--- src/rtl/pipelined_cla_adder.sv ---
// pipelined_cla_adder
//   Pipelined carry-lookahead adder/subtractor. Operands are prepared and
//   registered in a capture rank. Then NSTG = WIDTH/(BLOCK*BPS) stages each add
//   one BLOCK*BPS-bit slice, using the carry that the previous stage registered.
//   Every register rank holds together while the output is stalled.
// Ports
//   clk, rst_n            clock, asynchronous active-low reset
//   in_valid / in_ready   operand handshake (in_ready = ~stall, combinational)
//   a, b, cin, sub        operands; sub=1 gives a-b and ignores cin
//   out_valid / out_ready result handshake
//   sum, cout, ovf, zero  result and flags (cout=1 on sub means no borrow)

module pipelined_cla_adder #(
   parameter int WIDTH = 16,
   parameter int BLOCK = 4,
   parameter int BPS   = 1
) (
   input  logic             clk,
   input  logic             rst_n,
   input  logic             in_valid,
   output logic             in_ready,
   input  logic [WIDTH-1:0] a,
   input  logic [WIDTH-1:0] b,
   input  logic             cin,
   input  logic             sub,
   output logic             out_valid,
   input  logic             out_ready,
   output logic [WIDTH-1:0] sum,
   output logic             cout,
   output logic             ovf,
   output logic             zero
);

   localparam int S    = BLOCK * BPS;
   localparam int NSTG = WIDTH / S;

   // One lookahead block. Every carry is a flat sum of products of g, p and the
   // block carry-in, so no carry ripples inside a block.
   // Returns {carry into block MSB, block carry-out, block sum}.
   function automatic logic [BLOCK+1:0] cla_block(input logic [BLOCK-1:0] a_i,
                                                  input logic [BLOCK-1:0] b_i,
                                                  input logic             c_i);
      logic [BLOCK-1:0] p;
      logic [BLOCK-1:0] g;
      logic [BLOCK:0]   c;
      logic             term;
      p    = a_i ^ b_i;
      g    = a_i & b_i;
      c    = '0;
      c[0] = c_i;
      for (int i = 0; i < BLOCK; i++) begin
         term = c_i;
         for (int j = 0; j <= i; j++) term = term & p[j];
         c[i+1] = term;
         for (int j = 0; j <= i; j++) begin
            term = g[j];
            for (int m = j + 1; m <= i; m++) term = term & p[m];
            c[i+1] = c[i+1] | term;
         end
      end
      return {c[BLOCK-1], c[BLOCK], p ^ c[BLOCK-1:0]};
   endfunction

   logic             stall;

   // The sub flag is folded into cap_b (b inverted) and cap_c (forced to 1)
   // at capture, so it does not need its own register.
   logic             cap_valid_q, cap_valid_d;
   logic [WIDTH-1:0] cap_a_q, cap_a_d;
   logic [WIDTH-1:0] cap_b_q, cap_b_d;
   logic             cap_c_q, cap_c_d;

   logic [NSTG-1:0]  st_valid_q, st_valid_d;
   logic [NSTG-1:0]  st_c_q, st_c_d;
   logic [WIDTH-1:0] st_a_q   [NSTG];
   logic [WIDTH-1:0] st_a_d   [NSTG];
   logic [WIDTH-1:0] st_b_q   [NSTG];
   logic [WIDTH-1:0] st_b_d   [NSTG];
   logic [WIDTH-1:0] st_sum_q [NSTG];
   logic [WIDTH-1:0] st_sum_d [NSTG];
   logic             ovf_q, ovf_d;
   logic             zero_q, zero_d;

   assign stall     = st_valid_q[NSTG-1] & ~out_ready;
   assign in_ready  = ~stall;
   assign out_valid = st_valid_q[NSTG-1];
   assign sum       = st_sum_q[NSTG-1];
   assign cout      = st_c_q[NSTG-1];
   assign ovf       = ovf_q;
   assign zero      = zero_q;

   always_comb begin
      cap_valid_d = cap_valid_q;
      cap_a_d     = cap_a_q;
      cap_b_d     = cap_b_q;
      cap_c_d     = cap_c_q;
      if (!stall) begin
         cap_valid_d = in_valid;
         cap_a_d     = a;
         cap_b_d     = sub ? ~b : b;
         cap_c_d     = sub ? 1'b1 : cin;
      end
   end

   always_comb begin
      logic [WIDTH-1:0] src_a;
      logic [WIDTH-1:0] src_b;
      logic [WIDTH-1:0] src_sum;
      logic             src_v;
      logic             c;
      logic             c_msb;
      logic [BLOCK+1:0] blk;
      int               kp;
      st_valid_d = st_valid_q;
      st_c_d     = st_c_q;
      st_a_d     = st_a_q;
      st_b_d     = st_b_q;
      st_sum_d   = st_sum_q;
      ovf_d      = ovf_q;
      zero_d     = zero_q;
      src_a      = '0;
      src_b      = '0;
      src_sum    = '0;
      src_v      = 1'b0;
      c          = 1'b0;
      c_msb      = 1'b0;
      blk        = '0;
      kp         = 0;
      if (!stall) begin
         for (int k = 0; k < NSTG; k++) begin
            kp = (k > 0) ? k - 1 : 0;
            if (k == 0) begin
               src_v   = cap_valid_q;
               src_a   = cap_a_q;
               src_b   = cap_b_q;
               src_sum = '0;
               c       = cap_c_q;
            end else begin
               src_v   = st_valid_q[kp];
               src_a   = st_a_q[kp];
               src_b   = st_b_q[kp];
               src_sum = st_sum_q[kp];
               c       = st_c_q[kp];
            end
            // Blocks inside a stage chain their block carry-outs.
            for (int j = 0; j < BPS; j++) begin
               blk = cla_block(src_a[k*S + j*BLOCK +: BLOCK],
                               src_b[k*S + j*BLOCK +: BLOCK], c);
               src_sum[k*S + j*BLOCK +: BLOCK] = blk[BLOCK-1:0];
               c     = blk[BLOCK];
               c_msb = blk[BLOCK+1];
            end
            st_valid_d[k] = src_v;
            st_a_d[k]     = src_a;
            st_b_d[k]     = src_b;
            st_sum_d[k]   = src_sum;
            st_c_d[k]     = c;
         end
         // c and c_msb now belong to the top block of the last stage.
         ovf_d  = c_msb ^ c;
         zero_d = st_valid_d[NSTG-1] & ~|st_sum_d[NSTG-1];
      end
   end

   always_ff @(posedge clk or negedge rst_n) begin
      if (!rst_n) begin
         cap_valid_q <= 1'b0;
         cap_a_q     <= '0;
         cap_b_q     <= '0;
         cap_c_q     <= 1'b0;
         st_valid_q  <= '0;
         st_c_q      <= '0;
         for (int k = 0; k < NSTG; k++) begin
            st_a_q[k]   <= '0;
            st_b_q[k]   <= '0;
            st_sum_q[k] <= '0;
         end
         ovf_q       <= 1'b0;
         zero_q      <= 1'b0;
      end else begin
         cap_valid_q <= cap_valid_d;
         cap_a_q     <= cap_a_d;
         cap_b_q     <= cap_b_d;
         cap_c_q     <= cap_c_d;
         st_valid_q  <= st_valid_d;
         st_c_q      <= st_c_d;
         for (int k = 0; k < NSTG; k++) begin
            st_a_q[k]   <= st_a_d[k];
            st_b_q[k]   <= st_b_d[k];
            st_sum_q[k] <= st_sum_d[k];
         end
         ovf_q       <= ovf_d;
         zero_q      <= zero_d;
      end
   end

endmodule
--- config.mk ---
export PLATFORM = sky130hd
export DESIGN_NAME = pipelined_cla_adder
export DESIGN_NICKNAME = d
export VERILOG_FILES = /design/src/rtl/pipelined_cla_adder.sv
export SDC_FILE = /design/constraint.sdc
export NUM_CORES = 1
export LEC_CHECK = 0
export CAP_MARGIN = 10
export CORE_MARGIN = 1
export CORE_UTILIZATION = 40
export DETAILED_ROUTE_END_ITERATION = 12
export HOLD_SLACK_MARGIN = 0.06
export PLACE_DENSITY_LB_ADDON = 0.08
export SLEW_MARGIN = 40
export SYNTH_ARGS = -nofsm -noshare
export SYNTH_HDL_FRONTEND = slang
export SYNTH_SLANG_ARGS = --single-unit
--- constraint.sdc ---
create_clock -name clk -period 3.65 [get_ports clk]
set_input_delay 0.9125 -clock clk [delete_from_list [all_inputs] [get_ports clk]]
set_output_delay 0.9125 -clock clk [all_outputs]
set_load 0.005 [all_outputs]
# Yosys cells after proc, flatten, opt, wreduce, memory -nomap -nowiden
# Cells that the tools add are included.
[classes]
bitwise = 98
n_reduce_logical = 2
mux = 16
[op_table]
columns = ["cell", "count"]
rows = [
  ["$mux 16", 9],
  ["$and 1x1->1", 42],
  ["$or 1x1->1", 40],
  ["$xor 4x4->4", 8],
  ["$and 4x4->4", 4],
  ["$not 16->16", 1],
  ["$reduce_or 16->1", 1],
  ["$mux 12", 1],
  ["$mux 1", 6],
  ["$not 1->1", 2],
  ["$logic_not 1->1", 1],
  ["$xor 1x1->1", 1],
]
[word_totals]
output_inout_bits = 21
register_bits = 180
wordCells = 134
inputBits = 38

# Logic depth before layout (Yosys ltp)
[logic_depth]
ltp_word = 14
mapped_depth = 7
depth_no_buf = 6

# Least setup slack after synthesis
# Ideal clock, no wire load.
[synth_path]
path_kind = "input -> output"
start = "input port out_ready"
end = "output port in_ready"
slack_ns = 1.180
arrival_ns = 1.557
t_required_ns = 2.738
path_buffers = 3
cell_stages = 5
cell_sequence = "nor2b_1 > buf_2 > inv_2 > buf_2 > buf_2"
[synth_between]
elab_chain_cells = 3
[synth_rtl]
columns = ["item", "line_no", "rtl"]
rows = [
  ["from (decl)", "27", "input logic out_ready,"],
  ["$not 1->1", "84", "assign stall = st_valid_q[NSTG-1] & ~out_ready;"],
  ["$and 1x1->1", "84", ""],
  ["$not 1->1", "85", "assign in_ready = ~stall;"],
  ["to (decl)", "21", "output logic in_ready,"],
]
# No other way between the ends.

# Worst setup path in the final report
# Same ends and word-level chain as after synthesis.

==> flow_metrics.py <==
metrics = {
    "yosys": {
        "yosysMostFrequentCell": "nand2_1",
        "synth.top_cell.area_share_pct": 57.7,
        "yosysTopAreaCell": "dfrtp_1",
        "syn-num-nets": 677,
        "synthCells": 615,
        "async_flop_share_pct": 100,
        "ys_seq_area_share_pct": 57.7,
        "ys_top_cells_by_area": "dfrtp_1 58%, nand2_1 19%, ha_1 4.4%",
        "syn_area_per_cell_um2": 9.31,
        "synth_edf_count": 0,
        "syn-cell-area_um2": 5730,
        "ys_types": 32,
        "synth_ff_type": "dfrtp_1",
        "ys_ff_latch": 132,
        "synth_commonest_cells": "293 x nand2_1, 132 x dfrtp_1, 31 x o21ai_1",
        "yosys_warnings": 0,
    },
    "placed_design": {
        "portBuffers": 58,
        "gp_congestion": 0.741,
        "dpl.hpwl_mm": 6.38,
        "pre_cts_slack_ps": 686,
    },
    "timing": {
        "hold_violations": 0,
        "skew_ps": 4.47,
        "period_minus_slack_ps": 2940,
        "finalSetupViolations": 0,
        "worst_slew_pin_slew_ps": 755,
        "drv_slew": 0,
        "fin_tns_setup_ps": 0,
        "setup_slack_ps": 713,
        "fmax_ghz": 0.341,
        "min_period_over_period_pct": 80.5,
        "rsz0062_at_grt": "no",
        "slew-limit-headroom_pct": 49.7,
    },
    "floorplanning": {
        "die-height_um": 122,
        "ios": 59,
        "rows": 43,
        "start_util_pct": 41.1,
        "die_area_um2": 14800,
        "die_x_um": 122,
        "coreArea_um2": 13900,
    },
    "route": {
        "post_drt_via_cell_ratio": 4.56,
        "ant_nets": 0,
        "routed_wl_mm": 10.1,
        "wire_per_inst_um": 11.9,
        "drt-initial-drc-count": 233,
        "vias": 3848,
        "dr.pass1.iters": 4,
        "post-route-drc-count": 0,
    },
    "power": {
        "ir_worst_vdd_v": 0.000390,
        "leakagePower_nw": 3.37,
        "powerDensity_nw_per_um2": 857,
    },
    "grt": {
        "track_usage_pct": 15.8,
        "antenna_found_initial": 0,
        "grt_max_degree": 119,
        "gr-total-overflow": 0,
        "grt_pass1_vias": 3879,
        "grt_pass1_wl_mm": 18.1,
    },
    "hold_path": {
        "hold_start": "sum[5]",
        "min_path_cells": 2,
        "hold_path_end": "sum[5]",
        "min_path_type": "flip-flop to flip-flop",
    },
    "cells_and_area": {
        "nFillCells": 1383,
        "syn_to_final_growth_pct": 20.2,
        "drive_gt1_share_pct": 5.72,
        "final_nets": 713,
        "antennaDiodeCount": 0,
    },
    "clocking": {
        "postCtsHoldBufs": 0,
        "clock_sinks": 132,
        "clockBufferDepth": 2,
        "cts_buffers": 17,
        "clk-insertion-delay-late_ps": 410,
        "htree_levels": 4,
        "cts_setup_buffers": 0,
        "clk_pin_slew_ps": 50,
        "cts-resized-gates": 0,
        "tritoncts": "built",
        "root_buffer": "clkbuf_16",
    },
    "worst_setup_path": {
        "r2r_setup_slack_ps": 1740,
        "cp_max_fo": 3,
        "cp_common_cell": "clkdlybuf4s50_1",
        "critPathCaptureType": "primary output",
        "worst-endpoint-arrival_ps": 2020,
        "critical_path.max_stage_delay_ps": 440,
        "cp_cell_sequence": "clkdlybuf4s50_1 > nor2b_4 > clkinv_2 > clkdlybuf4s50_1",
        "r2r-start": "cap_a_q[0]",
        "r2r_end": "st_sum_q[51]",
        "criticalPathCategory": "input port to primary output",
        "r2r_cells": 6,
        "crit_path_start_kind": "input port",
        "cp.required_ps": 2740,
        "cpMaxStageDelayCell": "clkdlybuf4s50_1",
    },
    "outcome": {
        "status": "complete, no violations",
    },
    "flow_run": {
        "cap_violations": 0,
    },
}
-- critical path: cells and delay by family --
| family | cells | cell delay, ps |
|---|---|---|
| buffers and inverters | 3 | 940 |
| and+or+nand+nor | 1 | 160 |
-- state kept, by name (all words and copies together), names as in the netlist --
| signal | flops |
|---|---|
| st_sum_q | 24 |
| ovf | 1 |
| st_c_q | 4 |
| cap_valid_q | 1 |
| st_b_q | 24 |
| st_valid_q | 4 |
| cap_c_q | 1 |
| st_a_q | 24 |
| zero | 1 |
| cap_b_q | 16 |
| cap_a_q | 16 |
| sum | 16 |
-- metal layers --
metal	global-route usage [%]	wire length [um]
met5	0	0
met4	7.64	187
met3	4.49	447
met2	23.9	4220
met1	20.8	5200
-- worst max-delay path by stage --
stage / from / to / slack, ps / cells past startpoint
5_1_grt: out_ready / in_ready / 650 / 4
4_1_cts: out_ready / in_ready / 680 / 4
3_3_place_gp: out_ready / in_ready / 690 / 4
2_1_floorplan: out_ready / in_ready / 1180 / 5
3_5_place_dp: out_ready / in_ready / 690 / 4
6_report: out_ready / in_ready / 710 / 4
-- logic make-up (layout without fill, tap and decap cells) --
group,count (synthesis),in the layout,synth area share [%]
xor gates and xnor gates,21,21,3.21
and+or+nand+nor,322,322,22.1
DFF,132,132,57.7
adders and majority gates,24,24,5.77
muxes,1,1,0.175
AOI/OAI and AO/OA,58,58,5.94
buffers and inverters,57,106,5.16
-- cell usage in the layout (no fill, tap or decap), types with 2 or more instances in the layout --
cell and count:
nand2_1 293, o21ai_1 31, clkbuf_8 6, or3_1 3, nor3_1 4, and2_1 3
fa_1 4, o21a_1 6, clkbuf_16 17, a21oi_1 8, nor4b_1 2, xnor2_1 18
o31ai_1 3, buf_4 5, clkinv_2 5, nor2_1 12, a31o_1 3, inv_1 9
a22oi_1 3, xor2_1 3, o21ai_0 2, clkdlybuf4s50_1 57, clkbuf_1 6, ha_1 20
dfrtp_1 132
-- area by class of cell --
type	count	area, um^2	share of cell area, %
inverters	10	38.8	0.564
well taps	180	225	3.27
repair buffers	64	642	9.33
multi-input cells	426	2140	31.0
flip-flops and latches	132	3300	48.0
clock inverters	4	20.0	0.291
clock buffers	28	517	7.51
-- power breakdown --
part	total [mW]	internal (mW)	switching, mW
combinational	1.89	0.880	1.01
clock	1.52	0.953	0.566
sequential	2.49	2.12	0.373
total	5.90	3.95	1.95
-- stage by stage --
step           instances  utilization (%)  hold WS [ps]  instance area (um^2)  power, mW
2_1_floorplan        615                -           437                  5730       3.89
3_3_place_gp         812             45.5           449                  6340       4.38
3_5_place_dp         812             45.5           455                  6340       4.45
4_1_cts              844             49.4           467                  6880       6.01
5_1_grt              844             49.4           477                  6880       6.45
6_report             844             49.4           464                  6880       5.90
Note: power is estimated with default switching activity, not from simulation.
